===== config.mk =====
export PLATFORM = sky130hd
export DESIGN_NAME = hazard_stall_controller_flat
export DESIGN_NICKNAME = d
export VERILOG_FILES = /design/src/rtl/hazard_stall_controller_pkg.sv /design/src/rtl/hazard_stall_controller_if.sv /design/src/rtl/hazard_stall_controller_hazard_detect.sv /design/src/rtl/hazard_stall_controller.sv /design/src/flat_wrapper.sv
export SDC_FILE = /design/constraint.sdc
export NUM_CORES = 1
export LEC_CHECK = 0
export ABC_CLOCK_PERIOD_IN_PS = 2250
export CAP_MARGIN = 20
export CORE_UTILIZATION = 34
export DETAILED_ROUTE_END_ITERATION = 16
export MAX_ROUTING_LAYER = met4
export PLACE_DENSITY = 0.81
export SYNTH_ARGS = -nofsm -noshare
export SYNTH_HDL_FRONTEND = slang
export SYNTH_SLANG_ARGS = --single-unit

===== constraint.sdc =====
create_clock -name clk -period 2.25 [get_ports clk]
set_input_delay 0.45 -clock clk [delete_from_list [all_inputs] [get_ports clk]]
set_output_delay 0.45 -clock clk [all_outputs]
set_load 0.05 [all_outputs]

===== src/rtl/hazard_stall_controller_pkg.sv =====
// Purpose: shared pipeline-wide types and constants for the hazard/stall controller.
// Latency: n/a (types and constants only).
// Backpressure: n/a.
package hazard_stall_controller_pkg;

    // Register-file address width (8 registers).
    localparam int ADDR_W = 3;

    // Register 0 is hard-wired to zero, so it never creates a dependency.
    localparam logic [ADDR_W-1:0] ZERO_REG = '0;

    // Controller state encoding.
    typedef enum logic [1:0] {
        ST_RUN    = 2'd0,
        ST_STALL  = 2'd1,
        ST_FREEZE = 2'd2
    } state_t;

endpackage


===== src/rtl/hazard_stall_controller_if.sv =====
// Purpose: groups the pipeline-side hazard inputs and the stall/flush/freeze controls.
// Latency: n/a (wiring only).
// Backpressure: n/a; master is the pipeline, slave is the controller.
interface hazard_stall_controller_if #(
    parameter int ADDR_W = hazard_stall_controller_pkg::ADDR_W
);
    // Hazard-relevant pipeline state.
    logic [ADDR_W-1:0] IF_ID_Rs;
    logic [ADDR_W-1:0] IF_ID_Rt;
    logic              IF_ID_UsesRs;
    logic              IF_ID_UsesRt;
    logic              IF_ID_IsBranch;
    logic [ADDR_W-1:0] ID_EX_Rd;
    logic              ID_EX_RegWrite;
    logic              ID_EX_MemRead;
    logic [ADDR_W-1:0] EX_MEM_Rd;
    logic              EX_MEM_MemRead;
    logic              BranchTaken;
    logic              Mem_Busy;

    // Pipeline controls.
    logic              PC_Write;
    logic              IF_ID_Write;
    logic              IF_ID_Flush;
    logic              ID_EX_Bubble;
    logic              Pipe_Freeze;
    logic              Stall_Active;
    logic [15:0]       Stall_Cycles;
    logic [15:0]       Freeze_Cycles;

    modport master (
        output IF_ID_Rs, IF_ID_Rt, IF_ID_UsesRs, IF_ID_UsesRt, IF_ID_IsBranch,
               ID_EX_Rd, ID_EX_RegWrite, ID_EX_MemRead, EX_MEM_Rd, EX_MEM_MemRead,
               BranchTaken, Mem_Busy,
        input  PC_Write, IF_ID_Write, IF_ID_Flush, ID_EX_Bubble, Pipe_Freeze,
               Stall_Active, Stall_Cycles, Freeze_Cycles
    );

    modport slave (
        input  IF_ID_Rs, IF_ID_Rt, IF_ID_UsesRs, IF_ID_UsesRt, IF_ID_IsBranch,
               ID_EX_Rd, ID_EX_RegWrite, ID_EX_MemRead, EX_MEM_Rd, EX_MEM_MemRead,
               BranchTaken, Mem_Busy,
        output PC_Write, IF_ID_Write, IF_ID_Flush, ID_EX_Bubble, Pipe_Freeze,
               Stall_Active, Stall_Cycles, Freeze_Cycles
    );

endinterface


===== src/rtl/hazard_stall_controller_hazard_detect.sv =====
// Purpose: load-use and branch-after-load match, producing the required stall length.
// Latency: purely combinational.
// Backpressure: none; the caller decides whether the result is acted on.
module hazard_detect
    import hazard_stall_controller_pkg::*;
#(
    parameter int LU_STALL        = 1,
    parameter int BR_LD_EX_STALL  = 2,
    parameter int BR_LD_MEM_STALL = 1,
    parameter int CNT_W           = 2
) (
    input  logic [ADDR_W-1:0] id_rs,
    input  logic [ADDR_W-1:0] id_rt,
    input  logic              uses_rs,
    input  logic              uses_rt,
    input  logic              is_branch,
    input  logic [ADDR_W-1:0] ex_rd,
    input  logic              ex_reg_write,
    input  logic              ex_mem_read,
    input  logic [ADDR_W-1:0] mem_rd,
    input  logic              mem_mem_read,
    output logic [CNT_W-1:0]  req_stall
);

    logic ex_hit;
    logic mem_hit;
    logic lu;
    logic blm;

    // A producer matches if it names a non-zero register the ID instruction reads.
    assign ex_hit  = (ex_rd != ZERO_REG) &&
                     ((uses_rs && (ex_rd == id_rs)) || (uses_rt && (ex_rd == id_rt)));
    assign mem_hit = (mem_rd != ZERO_REG) &&
                     ((uses_rs && (mem_rd == id_rs)) || (uses_rt && (mem_rd == id_rt)));

    assign lu  = ex_mem_read && ex_reg_write && ex_hit;
    assign blm = is_branch && mem_mem_read && mem_hit;

    // Branches compare in ID, so a load one stage ahead costs them an extra cycle.
    always_comb begin
        req_stall = '0;
        if (lu) begin
            req_stall = is_branch ? CNT_W'(BR_LD_EX_STALL) : CNT_W'(LU_STALL);
        end else if (blm) begin
            req_stall = CNT_W'(BR_LD_MEM_STALL);
        end
    end

endmodule


===== src/rtl/hazard_stall_controller.sv =====
// Purpose: sequences PC/IF-ID stalls, ID/EX bubbles, fetch flushes and memory-wait freezes.
// Latency: zero; controls are combinational from registered state and current inputs.
// Backpressure: Mem_Busy freezes the whole pipe and outranks stalls, which outrank flushes. Optional perf counters: HAZ_PERF_CNT_EN.
module hazard_stall_controller
    import hazard_stall_controller_pkg::*;
#(
    parameter int LU_STALL        = 1,
    parameter int BR_LD_EX_STALL  = 2,
    parameter int BR_LD_MEM_STALL = 1,
    parameter int CNT_W           = 2
) (
    input  logic                      clk,
    input  logic                      rst,
    hazard_stall_controller_if.slave  bus
);

    state_t           state;
    state_t           eff_state;
    logic [CNT_W-1:0] cnt;
    logic             resume_stall;
    logic [CNT_W-1:0] req_stall;

    logic pc_write;
    logic if_id_write;
    logic if_id_flush;
    logic id_ex_bubble;
    logic pipe_freeze;
    logic stall_active;

    hazard_detect #(
        .LU_STALL        (LU_STALL),
        .BR_LD_EX_STALL  (BR_LD_EX_STALL),
        .BR_LD_MEM_STALL (BR_LD_MEM_STALL),
        .CNT_W           (CNT_W)
    ) u_detect (
        .id_rs        (bus.IF_ID_Rs),
        .id_rt        (bus.IF_ID_Rt),
        .uses_rs      (bus.IF_ID_UsesRs),
        .uses_rt      (bus.IF_ID_UsesRt),
        .is_branch    (bus.IF_ID_IsBranch),
        .ex_rd        (bus.ID_EX_Rd),
        .ex_reg_write (bus.ID_EX_RegWrite),
        .ex_mem_read  (bus.ID_EX_MemRead),
        .mem_rd       (bus.EX_MEM_Rd),
        .mem_mem_read (bus.EX_MEM_MemRead),
        .req_stall    (req_stall)
    );

    // When the memory wait ends, the interrupted state takes over in that same cycle.
    assign eff_state = ((state == ST_FREEZE) && !bus.Mem_Busy)
                     ? (resume_stall ? ST_STALL : ST_RUN) : state;

    // Control outputs from the effective state; reset forces a free-running pipe.
    always_comb begin
        pc_write     = 1'b1;
        if_id_write  = 1'b1;
        if_id_flush  = 1'b0;
        id_ex_bubble = 1'b0;
        pipe_freeze  = 1'b0;
        stall_active = 1'b0;
        if (!rst) begin
            unique case (eff_state)
                ST_RUN: begin
                    if (bus.Mem_Busy) begin
                        pc_write    = 1'b0;
                        if_id_write = 1'b0;
                        pipe_freeze = 1'b1;
                    end else if (req_stall != '0) begin
                        pc_write     = 1'b0;
                        if_id_write  = 1'b0;
                        id_ex_bubble = 1'b1;
                        stall_active = 1'b1;
                    end else begin
                        if_id_flush = bus.BranchTaken;
                    end
                end
                ST_STALL: begin
                    pc_write     = 1'b0;
                    if_id_write  = 1'b0;
                    stall_active = 1'b1;
                    pipe_freeze  = bus.Mem_Busy;
                    id_ex_bubble = !bus.Mem_Busy;
                end
                ST_FREEZE: begin
                    pc_write     = 1'b0;
                    if_id_write  = 1'b0;
                    pipe_freeze  = 1'b1;
                    stall_active = resume_stall;
                end
                default: begin
                    pc_write = 1'b1;
                end
            endcase
        end
    end

    // State, remaining-stall counter and resume flag.
    always_ff @(posedge clk) begin
        if (rst) begin
            state        <= ST_RUN;
            cnt          <= '0;
            resume_stall <= 1'b0;
        end else begin
            unique case (eff_state)
                ST_RUN: begin
                    if (bus.Mem_Busy) begin
                        state        <= ST_FREEZE;
                        resume_stall <= 1'b0;
                    end else if (req_stall != '0) begin
                        cnt   <= req_stall - CNT_W'(1);
                        state <= (req_stall > CNT_W'(1)) ? ST_STALL : ST_RUN;
                    end else begin
                        state <= ST_RUN;
                    end
                end
                ST_STALL: begin
                    if (bus.Mem_Busy) begin
                        state        <= ST_FREEZE;
                        resume_stall <= 1'b1;
                    end else if (cnt <= CNT_W'(1)) begin
                        cnt   <= '0;
                        state <= ST_RUN;
                    end else begin
                        cnt   <= cnt - CNT_W'(1);
                        state <= ST_STALL;
                    end
                end
                ST_FREEZE: begin
                    state <= ST_FREEZE;
                end
                default: begin
                    state <= ST_RUN;
                end
            endcase
        end
    end

    assign bus.PC_Write     = pc_write;
    assign bus.IF_ID_Write  = if_id_write;
    assign bus.IF_ID_Flush  = if_id_flush;
    assign bus.ID_EX_Bubble = id_ex_bubble;
    assign bus.Pipe_Freeze  = pipe_freeze;
    assign bus.Stall_Active = stall_active;

`ifdef HAZ_PERF_CNT_EN
    logic [15:0] stall_cycles;
    logic [15:0] freeze_cycles;

    // Saturating counts of bubble and freeze cycles.
    always_ff @(posedge clk) begin
        if (rst) begin
            stall_cycles  <= '0;
            freeze_cycles <= '0;
        end else begin
            if (id_ex_bubble && (stall_cycles != 16'hFFFF)) begin
                stall_cycles <= stall_cycles + 16'd1;
            end
            if (pipe_freeze && (freeze_cycles != 16'hFFFF)) begin
                freeze_cycles <= freeze_cycles + 16'd1;
            end
        end
    end

    assign bus.Stall_Cycles  = stall_cycles;
    assign bus.Freeze_Cycles = freeze_cycles;
`else
    assign bus.Stall_Cycles  = 16'h0000;
    assign bus.Freeze_Cycles = 16'h0000;
`endif

endmodule


===== src/flat_wrapper.sv =====
// flat-port wrapper written by rule: the top's interface ports become plain ports
module hazard_stall_controller_flat import hazard_stall_controller_pkg::*;
#(
    parameter int LU_STALL        = 1,
    parameter int BR_LD_EX_STALL  = 2,
    parameter int BR_LD_MEM_STALL = 1,
    parameter int CNT_W           = 2
)
  (clk, rst, bus_IF_ID_Rs, bus_IF_ID_Rt, bus_IF_ID_UsesRs, bus_IF_ID_UsesRt, bus_IF_ID_IsBranch, bus_ID_EX_Rd, bus_ID_EX_RegWrite, bus_ID_EX_MemRead, bus_EX_MEM_Rd, bus_EX_MEM_MemRead, bus_BranchTaken, bus_Mem_Busy, bus_PC_Write, bus_IF_ID_Write, bus_IF_ID_Flush, bus_ID_EX_Bubble, bus_Pipe_Freeze, bus_Stall_Active, bus_Stall_Cycles, bus_Freeze_Cycles);
  hazard_stall_controller_if bus_i ();
  input  logic clk;
  input  logic rst;
  input wire logic [$bits(bus_i.IF_ID_Rs)-1:0] bus_IF_ID_Rs;
  input wire logic [$bits(bus_i.IF_ID_Rt)-1:0] bus_IF_ID_Rt;
  input wire logic [$bits(bus_i.IF_ID_UsesRs)-1:0] bus_IF_ID_UsesRs;
  input wire logic [$bits(bus_i.IF_ID_UsesRt)-1:0] bus_IF_ID_UsesRt;
  input wire logic [$bits(bus_i.IF_ID_IsBranch)-1:0] bus_IF_ID_IsBranch;
  input wire logic [$bits(bus_i.ID_EX_Rd)-1:0] bus_ID_EX_Rd;
  input wire logic [$bits(bus_i.ID_EX_RegWrite)-1:0] bus_ID_EX_RegWrite;
  input wire logic [$bits(bus_i.ID_EX_MemRead)-1:0] bus_ID_EX_MemRead;
  input wire logic [$bits(bus_i.EX_MEM_Rd)-1:0] bus_EX_MEM_Rd;
  input wire logic [$bits(bus_i.EX_MEM_MemRead)-1:0] bus_EX_MEM_MemRead;
  input wire logic [$bits(bus_i.BranchTaken)-1:0] bus_BranchTaken;
  input wire logic [$bits(bus_i.Mem_Busy)-1:0] bus_Mem_Busy;
  output wire logic [$bits(bus_i.PC_Write)-1:0] bus_PC_Write;
  output wire logic [$bits(bus_i.IF_ID_Write)-1:0] bus_IF_ID_Write;
  output wire logic [$bits(bus_i.IF_ID_Flush)-1:0] bus_IF_ID_Flush;
  output wire logic [$bits(bus_i.ID_EX_Bubble)-1:0] bus_ID_EX_Bubble;
  output wire logic [$bits(bus_i.Pipe_Freeze)-1:0] bus_Pipe_Freeze;
  output wire logic [$bits(bus_i.Stall_Active)-1:0] bus_Stall_Active;
  output wire logic [$bits(bus_i.Stall_Cycles)-1:0] bus_Stall_Cycles;
  output wire logic [$bits(bus_i.Freeze_Cycles)-1:0] bus_Freeze_Cycles;
  assign bus_i.IF_ID_Rs = bus_IF_ID_Rs;
  assign bus_i.IF_ID_Rt = bus_IF_ID_Rt;
  assign bus_i.IF_ID_UsesRs = bus_IF_ID_UsesRs;
  assign bus_i.IF_ID_UsesRt = bus_IF_ID_UsesRt;
  assign bus_i.IF_ID_IsBranch = bus_IF_ID_IsBranch;
  assign bus_i.ID_EX_Rd = bus_ID_EX_Rd;
  assign bus_i.ID_EX_RegWrite = bus_ID_EX_RegWrite;
  assign bus_i.ID_EX_MemRead = bus_ID_EX_MemRead;
  assign bus_i.EX_MEM_Rd = bus_EX_MEM_Rd;
  assign bus_i.EX_MEM_MemRead = bus_EX_MEM_MemRead;
  assign bus_i.BranchTaken = bus_BranchTaken;
  assign bus_i.Mem_Busy = bus_Mem_Busy;
  assign bus_PC_Write = bus_i.PC_Write;
  assign bus_IF_ID_Write = bus_i.IF_ID_Write;
  assign bus_IF_ID_Flush = bus_i.IF_ID_Flush;
  assign bus_ID_EX_Bubble = bus_i.ID_EX_Bubble;
  assign bus_Pipe_Freeze = bus_i.Pipe_Freeze;
  assign bus_Stall_Active = bus_i.Stall_Active;
  assign bus_Stall_Cycles = bus_i.Stall_Cycles;
  assign bus_Freeze_Cycles = bus_i.Freeze_Cycles;
  hazard_stall_controller #(.LU_STALL(LU_STALL), .BR_LD_EX_STALL(BR_LD_EX_STALL), .BR_LD_MEM_STALL(BR_LD_MEM_STALL), .CNT_W(CNT_W)) u_core (.clk(clk), .rst(rst), .bus(bus_i));
endmodule

Word-level counts from Yosys, hierarchy flattened
Cells that the tools add are included.
{ "word_totals": {"register_bits": 5, "rom_bits": 0, "out_inout_bits": 38, "latchBits": 0, "inputBits": 22, "n_memories": 0, "wordCells": 77, "mem_bits_rw": 0} }
{ "classes": {"div": 0, "muxes": 36, "n_eq_ne": 12, "magnitude_cmp": 2, "n_reduce_logical": 22, "multipliers": 0, "bitwise": 0, "shift": 0, "addsub": 2} }
{ "op_table": {"columns": ["op", "n"], "rows": [
  ["2-to-1 mux 2 bit", 10],
  ["2-to-1 mux 1 bit", 19],
  ["equality test 3 bit", 4],
  ["logical AND 1 bit", 11],
  ["inequality test 2 bit, second input constant", 4],
  ["one-hot mux 1 bit (2 select lines)", 3],
  ["one-hot mux 1 bit (3 select lines)", 2],
  ["one-hot mux 2 bit (3 select lines)", 1],
  ["nonzero test 3 bit", 2],
  ["equality test 2 bit, second input constant", 2],
  ["one-hot mux 2 bit (2 select lines)", 1],
  ["AND reduction 4 bit", 1],
  ["nonzero test 2 bit", 2],
  ["subtractor 2 x 1 -> 2 bit, second input constant", 2],
  ["AND reduction 3 bit", 1],
  ["equality test 2 x 1 -> 1 bit, second input constant", 1],
  ["greater-than comparator 2 x 1 -> 1 bit, second input constant", 1],
  ["less-or-equal comparator 2 x 1 -> 1 bit, second input constant", 1],
  ["zero test 2 bit", 1],
  ["logical OR 1 bit", 2],
  ["inequality test 2 x 1 -> 1 bit, second input constant", 1],
  ["OR reduction 2 bit", 1],
  ["zero test 1 bit", 1]
]} }

Depth between registers and ports, before layout
{ "logic_depth": {"depth_word": 12, "ltp_mapped": 10} }

By module
From an unflattened synthesis, not the netlist that was laid out.
{ "hier_totals": {"cells_unflattened": 96, "hier_area_um2": 784.5} }
{ "by_module_without_submodules": {"columns": ["mod", "area_each_um2", "seq_area_each_um2", "n_inst", "cells_per_inst"], "rows": [
  ["hazard_stall_controller", 595.6, 100.1, 1, 74],
  ["hazard_detect", 188.9, 0.0, 1, 22]
]} }

Worst setup path after synthesis
No wires, ideal clock.
{ "synth_timing": {"path_type": "in2out", "start": "input bus_ID_EX_Rd[1]", "end": "output bus_IF_ID_Flush", "n_path_buf": 0, "path_slack_ns": -1.297, "t_required_ns": 1.800, "t_arrival_ns": 3.097, "cell_stages": 7, "cell_sequence": "xnor2_1 -> nand4_1 -> a21oi_1 -> mux2i_1 -> ha_1 -> nand2_1 -> nor4b_1"} }
{ "synth_via": {"elab_chain_cells": 11, "elab_cells_between_ends": 14, "cone_classes": "eq/ne: 2; mux: 5; reduce/logical: 7"} }
{ "synth_rtl": {"columns": ["element", "line_no", "rtl"], "rows": [
  ["start: declaration", "flat_wrapper.sv:18", "input wire logic [$bits(bus_i.ID_EX_Rd)-1:0] bus_ID_EX_Rd;"],
  ["equality test 3 bit", "hazard_stall_controller_hazard_detect.sv:32", "((uses_rs && (ex_rd == id_rs)) || (uses_rt && (ex_rd == id_rt)));"],
  ["logical AND 1 bit", "hazard_stall_controller_hazard_detect.sv:32", null],
  ["logical OR 1 bit", "hazard_stall_controller_hazard_detect.sv:32", null],
  ["logical AND 1 bit *", "hazard_stall_controller_hazard_detect.sv:31", "assign ex_hit = (ex_rd != ZERO_REG) &&"],
  ["logical AND 1 bit *", "hazard_stall_controller_hazard_detect.sv:36", "assign lu = ex_mem_read && ex_reg_write && ex_hit;"],
  ["2-to-1 mux 2 bit *", "hazard_stall_controller_hazard_detect.sv:42", "if (lu) begin"],
  ["nonzero test 2 bit *", "hazard_stall_controller.sv:68", "end else if (req_stall != '0) begin"],
  ["2-to-1 mux 1 bit *", "hazard_stall_controller.sv:68", null],
  ["2-to-1 mux 1 bit *", "hazard_stall_controller.sv:64", "if (bus.Mem_Busy) begin"],
  ["2-to-1 mux 1 bit *", "hazard_stall_controller.sv:62", "unique case (eff_state)"],
  ["2-to-1 mux 1 bit *", "hazard_stall_controller.sv:61", "if (!rst) begin"],
  ["end: declaration", "flat_wrapper.sv:27", "output wire logic [$bits(bus_i.IF_ID_Flush)-1:0] bus_IF_ID_Flush;"]
]} }
Mark *: on every way between the ends. The rest lies on a longest branch, timed or not.

Final worst setup path
{ "layout_timing": {"start": "input bus_IF_ID_Rt[2]", "end": "output bus_IF_ID_Flush"} }
{ "layout_via": {"elab_chain_cells": 12, "elab_cells_between_ends": 17, "cone_classes": "eq/ne: 2; mux: 6; reduce/logical: 9"} }
{ "layout_rtl": {"columns": ["element", "line_no", "rtl"], "rows": [
  ["start: declaration", "flat_wrapper.sv:14", "input wire logic [$bits(bus_i.IF_ID_Rt)-1:0] bus_IF_ID_Rt;"],
  ["equality test 3 bit", "hazard_stall_controller_hazard_detect.sv:34", "((uses_rs && (mem_rd == id_rs)) || (uses_rt && (mem_rd == id_rt)));"],
  ["logical AND 1 bit", "hazard_stall_controller_hazard_detect.sv:34", null],
  ["logical OR 1 bit", "hazard_stall_controller_hazard_detect.sv:34", null],
  ["logical AND 1 bit", "hazard_stall_controller_hazard_detect.sv:33", "assign mem_hit = (mem_rd != ZERO_REG) &&"],
  ["logical AND 1 bit", "hazard_stall_controller_hazard_detect.sv:37", "assign blm = is_branch && mem_mem_read && mem_hit;"],
  ["2-to-1 mux 1 bit", "hazard_stall_controller_hazard_detect.sv:44", "end else if (blm) begin"],
  ["2-to-1 mux 2 bit *", "hazard_stall_controller_hazard_detect.sv:42", null],
  ["nonzero test 2 bit *", "hazard_stall_controller.sv:68", null],
  ["2-to-1 mux 1 bit *", "hazard_stall_controller.sv:68", null],
  ["2-to-1 mux 1 bit *", "hazard_stall_controller.sv:64", null],
  ["2-to-1 mux 1 bit *", "hazard_stall_controller.sv:62", null],
  ["2-to-1 mux 1 bit *", "hazard_stall_controller.sv:61", null]
]} }
Marked as above.

==> run summary <==
The final reports fail on negative setup slack. The fraction of the cycle the final worst path needs was 112%; the routability-driven placement congestion ratio was 0.842. The worst hold path stage count came out at 1.

Dividing total power by cell area gives a power density of 357 nW/um^2. Setup repair after global routing could not meet its margin everywhere. The detailed-route wire length came out at 2120 microns. Max-cap violations in this run came to 0. The floorplan step defined a die boundary enclosing 2550 sq um. For this configuration, the core starts out at a cell density of 36.1%. For the largest net degree at the start of global routing, the log shows 8.

The detail route stage leaves a number of antenna-violating nets equal to 0. Area fraction of the dominant cell type after synthesis: 32.9%. STA classifies the critical path startpoint as an input pin.

After synthesis, the netlist uses 27 different library cells. The clock period minus final worst setup slack works out to 2.53 ns. Of the total power, the share spent switching nets is 47.0%. Core box area: 2210 sq um.

On the critical path the largest part of the delay comes from simple AND/OR/NAND/NOR gates. Data on the critical path is required at its endpoint by 1.80 ns. The run gives 0.000662 uW as the leakage power. The share of synthesized area occupied by flip-flops and latches is 12.5%, and the fraction of power consumed by combinational cells is 61.5%. The logs give 2 for the deepest clock path buffer count and 0 for the number of warnings issued by yosys. The flow ran to the end, but the final reports show violations. Before CTS, the worst setup slack after placement is -0.828 ns. Sorting the synthesized cells by area gives the leading types as buf_4, xnor2_1, dfxtp_1. In this run the number of cells on the critical path is 9. The die is 50.5 microns wide. The min-delay analysis places its worst path in the category reg2reg.

Static timing analysis puts the maximum clock frequency at 0.396 GHz. Master of the slowest instance on the critical path: mux2i_2. The run gives 185 as the number of nets in the final layout.

The setup path with the least slack is of type in2out. The overall fraction of global-route tracks in use was 17.8%. The depth of the most critical reg-to-reg path was 8; the gate count after technology mapping was 101. The run gives 0 as the total overflow reported by the global router. Sequential cells account for 18.6% of the total power. The first TritonRoute pass finished after 4 iterations. In this run the cell area of the synthesized design comes to 800 sq um. Clock-pin slew was measured on the worst setup and hold paths at 0.04 ns. Synthesis inferred 5 register bits. The mean area per synthesized cell was 7.92 sq um. The worst setup path is captured at an output port. The final number of setup-violating endpoints was 5. In this run the core area contains 17 standard-cell rows. The biggest cell delay along the critical path works out to 0.33 ns. For the final hold violation count, the log shows 0.

The routed layout has 838 vias. The tree built by TritonCTS fans out to 5 sinks. The antenna cell count was 0; the share of final-layout standard cells stronger than drive strength 1 was 49.7%. The count of pins on the block boundary came out at 60. Buffers placed on the I/O ports in this run total 27. The critical path contains buffers and inverters numbering 2 combined. The tools report the total design power as 510 uW. Of the total power, the clock network draws 20.0%.

Level count of the clock H-tree: 1. VDD sags by at most 0.202 mV. Using the TritonRoute via totals, the vias-per-cell ratio works out to 4.53. The critical path data arrival time was 2.08 ns; the switching power was 240 uW.

After detailed routing, the average wire length per cell comes to 11.4 microns. The detailed-placement wirelength estimate was 1710 microns; the vertical die dimension was 50.5 microns. The detailed router finished its first iteration with 7 violations.

The max-slew violation count is 0, and the hold buffer count at cts is 0. The area growth from synthesis to layout is 78.7%. After detailed routing, the number of remaining DRC violations is 0. Walking the worst path, the cells encountered are buf_8, xnor2_2, nand4_1, a21oi_2, mux2i_2, ha_4, nand2_2, nor4b_4, buf_12. The initial antenna violation count came out at 0. TritonCTS built the clock tree. For the worst setup margin, the log shows -0.276 ns.

In this run the worst path has a maximum fanout of 3. The clock network latency to the later pin of the worst-skew pair is 0.24 ns, and the via count of the first global-routing pass is 822. The first global-routing pass estimated 3270 microns of wire. The synthesized design spends more area on one cell type than any other, namely buf_4. The internal portion of the total power is 270 uW.

The clock arrives with 0.00306 ns of skew. The number of buffers added by the clock tree synthesis step came out at 3. The tools report the buffer type at the clock tree root as clkbuf_4.
-- timing repair --
action                     4_1_cts  5_1_grt
buffers inserted                 6        1
resized for setup               93        1
setup endpoints to repair        7        5
cloned                           0        0
pin swaps                       23        3
-- area by class of cell --
type | count | area [sq um]
fillers | 190 | 783
multi-input cells | 87 | 722
repair buffers | 56 | 527
flip-flops and latches | 5 | 100
well taps | 28 | 35.0
clock buffers | 4 | 26.3
inverters | 5 | 18.8
-- synth_stat cells (all sizes together) --
| master | number |
|---|---|
| inv | 5 |
| nand2b | 1 |
| nand3 | 1 |
| buf | 35 |
| nand4 | 4 |
| nand2 | 3 |
| a31o | 1 |
| nor2 | 1 |
| a32oi | 1 |
| dfxtp | 5 |
| nor4b | 1 |
| a311o | 1 |
| or3 | 1 |
| ha | 5 |
| nand3b | 1 |
| xnor2 | 12 |
| nor4 | 2 |
| mux2i | 1 |
| o21ai | 2 |
| o221ai | 1 |
| a21oi | 7 |
| a211oi | 4 |
| o2bb2ai | 1 |
| o311ai | 2 |
| nor3 | 1 |
| o211ai | 1 |
| conb | 1 |
-- worst register-to-register path, stage by stage (launching register included) --
cell and delay (ns):
dfxtp_1 0.34, a31o_2 0.27, buf_4 0.14, ha_1 0.24, buf_4 0.18, o211ai_1 0.31
nor3_1 0.09, a21oi_1 0.13, o2bb2ai_1 0.09
-- worst paths after layout --
check                  start               to  slack, ns
min          u_core.state[0]  u_core.state[1]       0.51
max reg2reg  u_core.state[1]    u_core.cnt[0]       0.33
max          bus_IF_ID_Rt[2]  bus_IF_ID_Flush      -0.28
min reg2reg  u_core.state[0]  u_core.state[1]       0.51
-- registers in the layout, summed over array words and instances, names as in the netlist --
register             flops
u_core.cnt               2
u_core.state             2
u_core.resume_stall      1
-- cells in the final DEF (no fill, tap or decap), types with 2 or more instances in the layout --
cell,n
conb_1,32
buf_4,30
xnor2_2,10
buf_6,8
dlygate4sd2_1,7
buf_12,5
dfxtp_1,5
nand4_1,4
a21oi_2,4
inv_1,3
a211oi_1,3
a21oi_1,3
ha_1,3
clkbuf_4,3
buf_2,3
nand2_2,2
inv_2,2
o21ai_0,2
xnor2_1,2
ha_4,2
clkdlybuf4s50_1,2
-- stage by stage --
step	cell area [sq um]	TNS [ns]	utilization, %	cells	hold WS, ns
after floorplan	983	-0.646	-	132	0.463
after global placement	1240	-3.99	56.0	174	0.479
after detailed placement	1240	-4.56	56.0	174	0.494
after CTS	1420	-0.980	64.1	184	0.511
after global routing	1430	-1.30	64.6	185	0.529
final	1430	-0.982	64.6	185	0.511
-- metal layers --
layer	vias to the layer above	track usage [%]	part of all wire, %
met5	-	-	0
met3	0	3.94	6.5
met2	40	38.9	62
met4	0	6.02	0
met1	394	13.4	31
li1	404	-	-
-- power groups by stage --
stage	Combinational [uW]	Sequential (uW)	Clock [uW]
floorplan	233	95.2	0
global placement	281	95.6	0
detailed placement	287	95.9	0
CTS	311	94.4	107
global route	328	94.7	118
finish	313	94.6	102
-- logic make-up after synthesis --
| family | Yosys count | synth area share [%] |
|---|---|---|
| adder cells (fa/ha/maj) | 5 | 7.82 |
| XOR/XNOR | 12 | 13.1 |
| other | 1 | 0.469 |
| multiplexers | 1 | 1.25 |
| buffers and inverters | 40 | 35.2 |
| AND/OR/NAND/NOR | 16 | 11.4 |
| AO/OA/AOI/OAI | 21 | 18.2 |
| flip-flops | 5 | 12.5 |
Note: power is estimated with default switching activity, not from simulation.
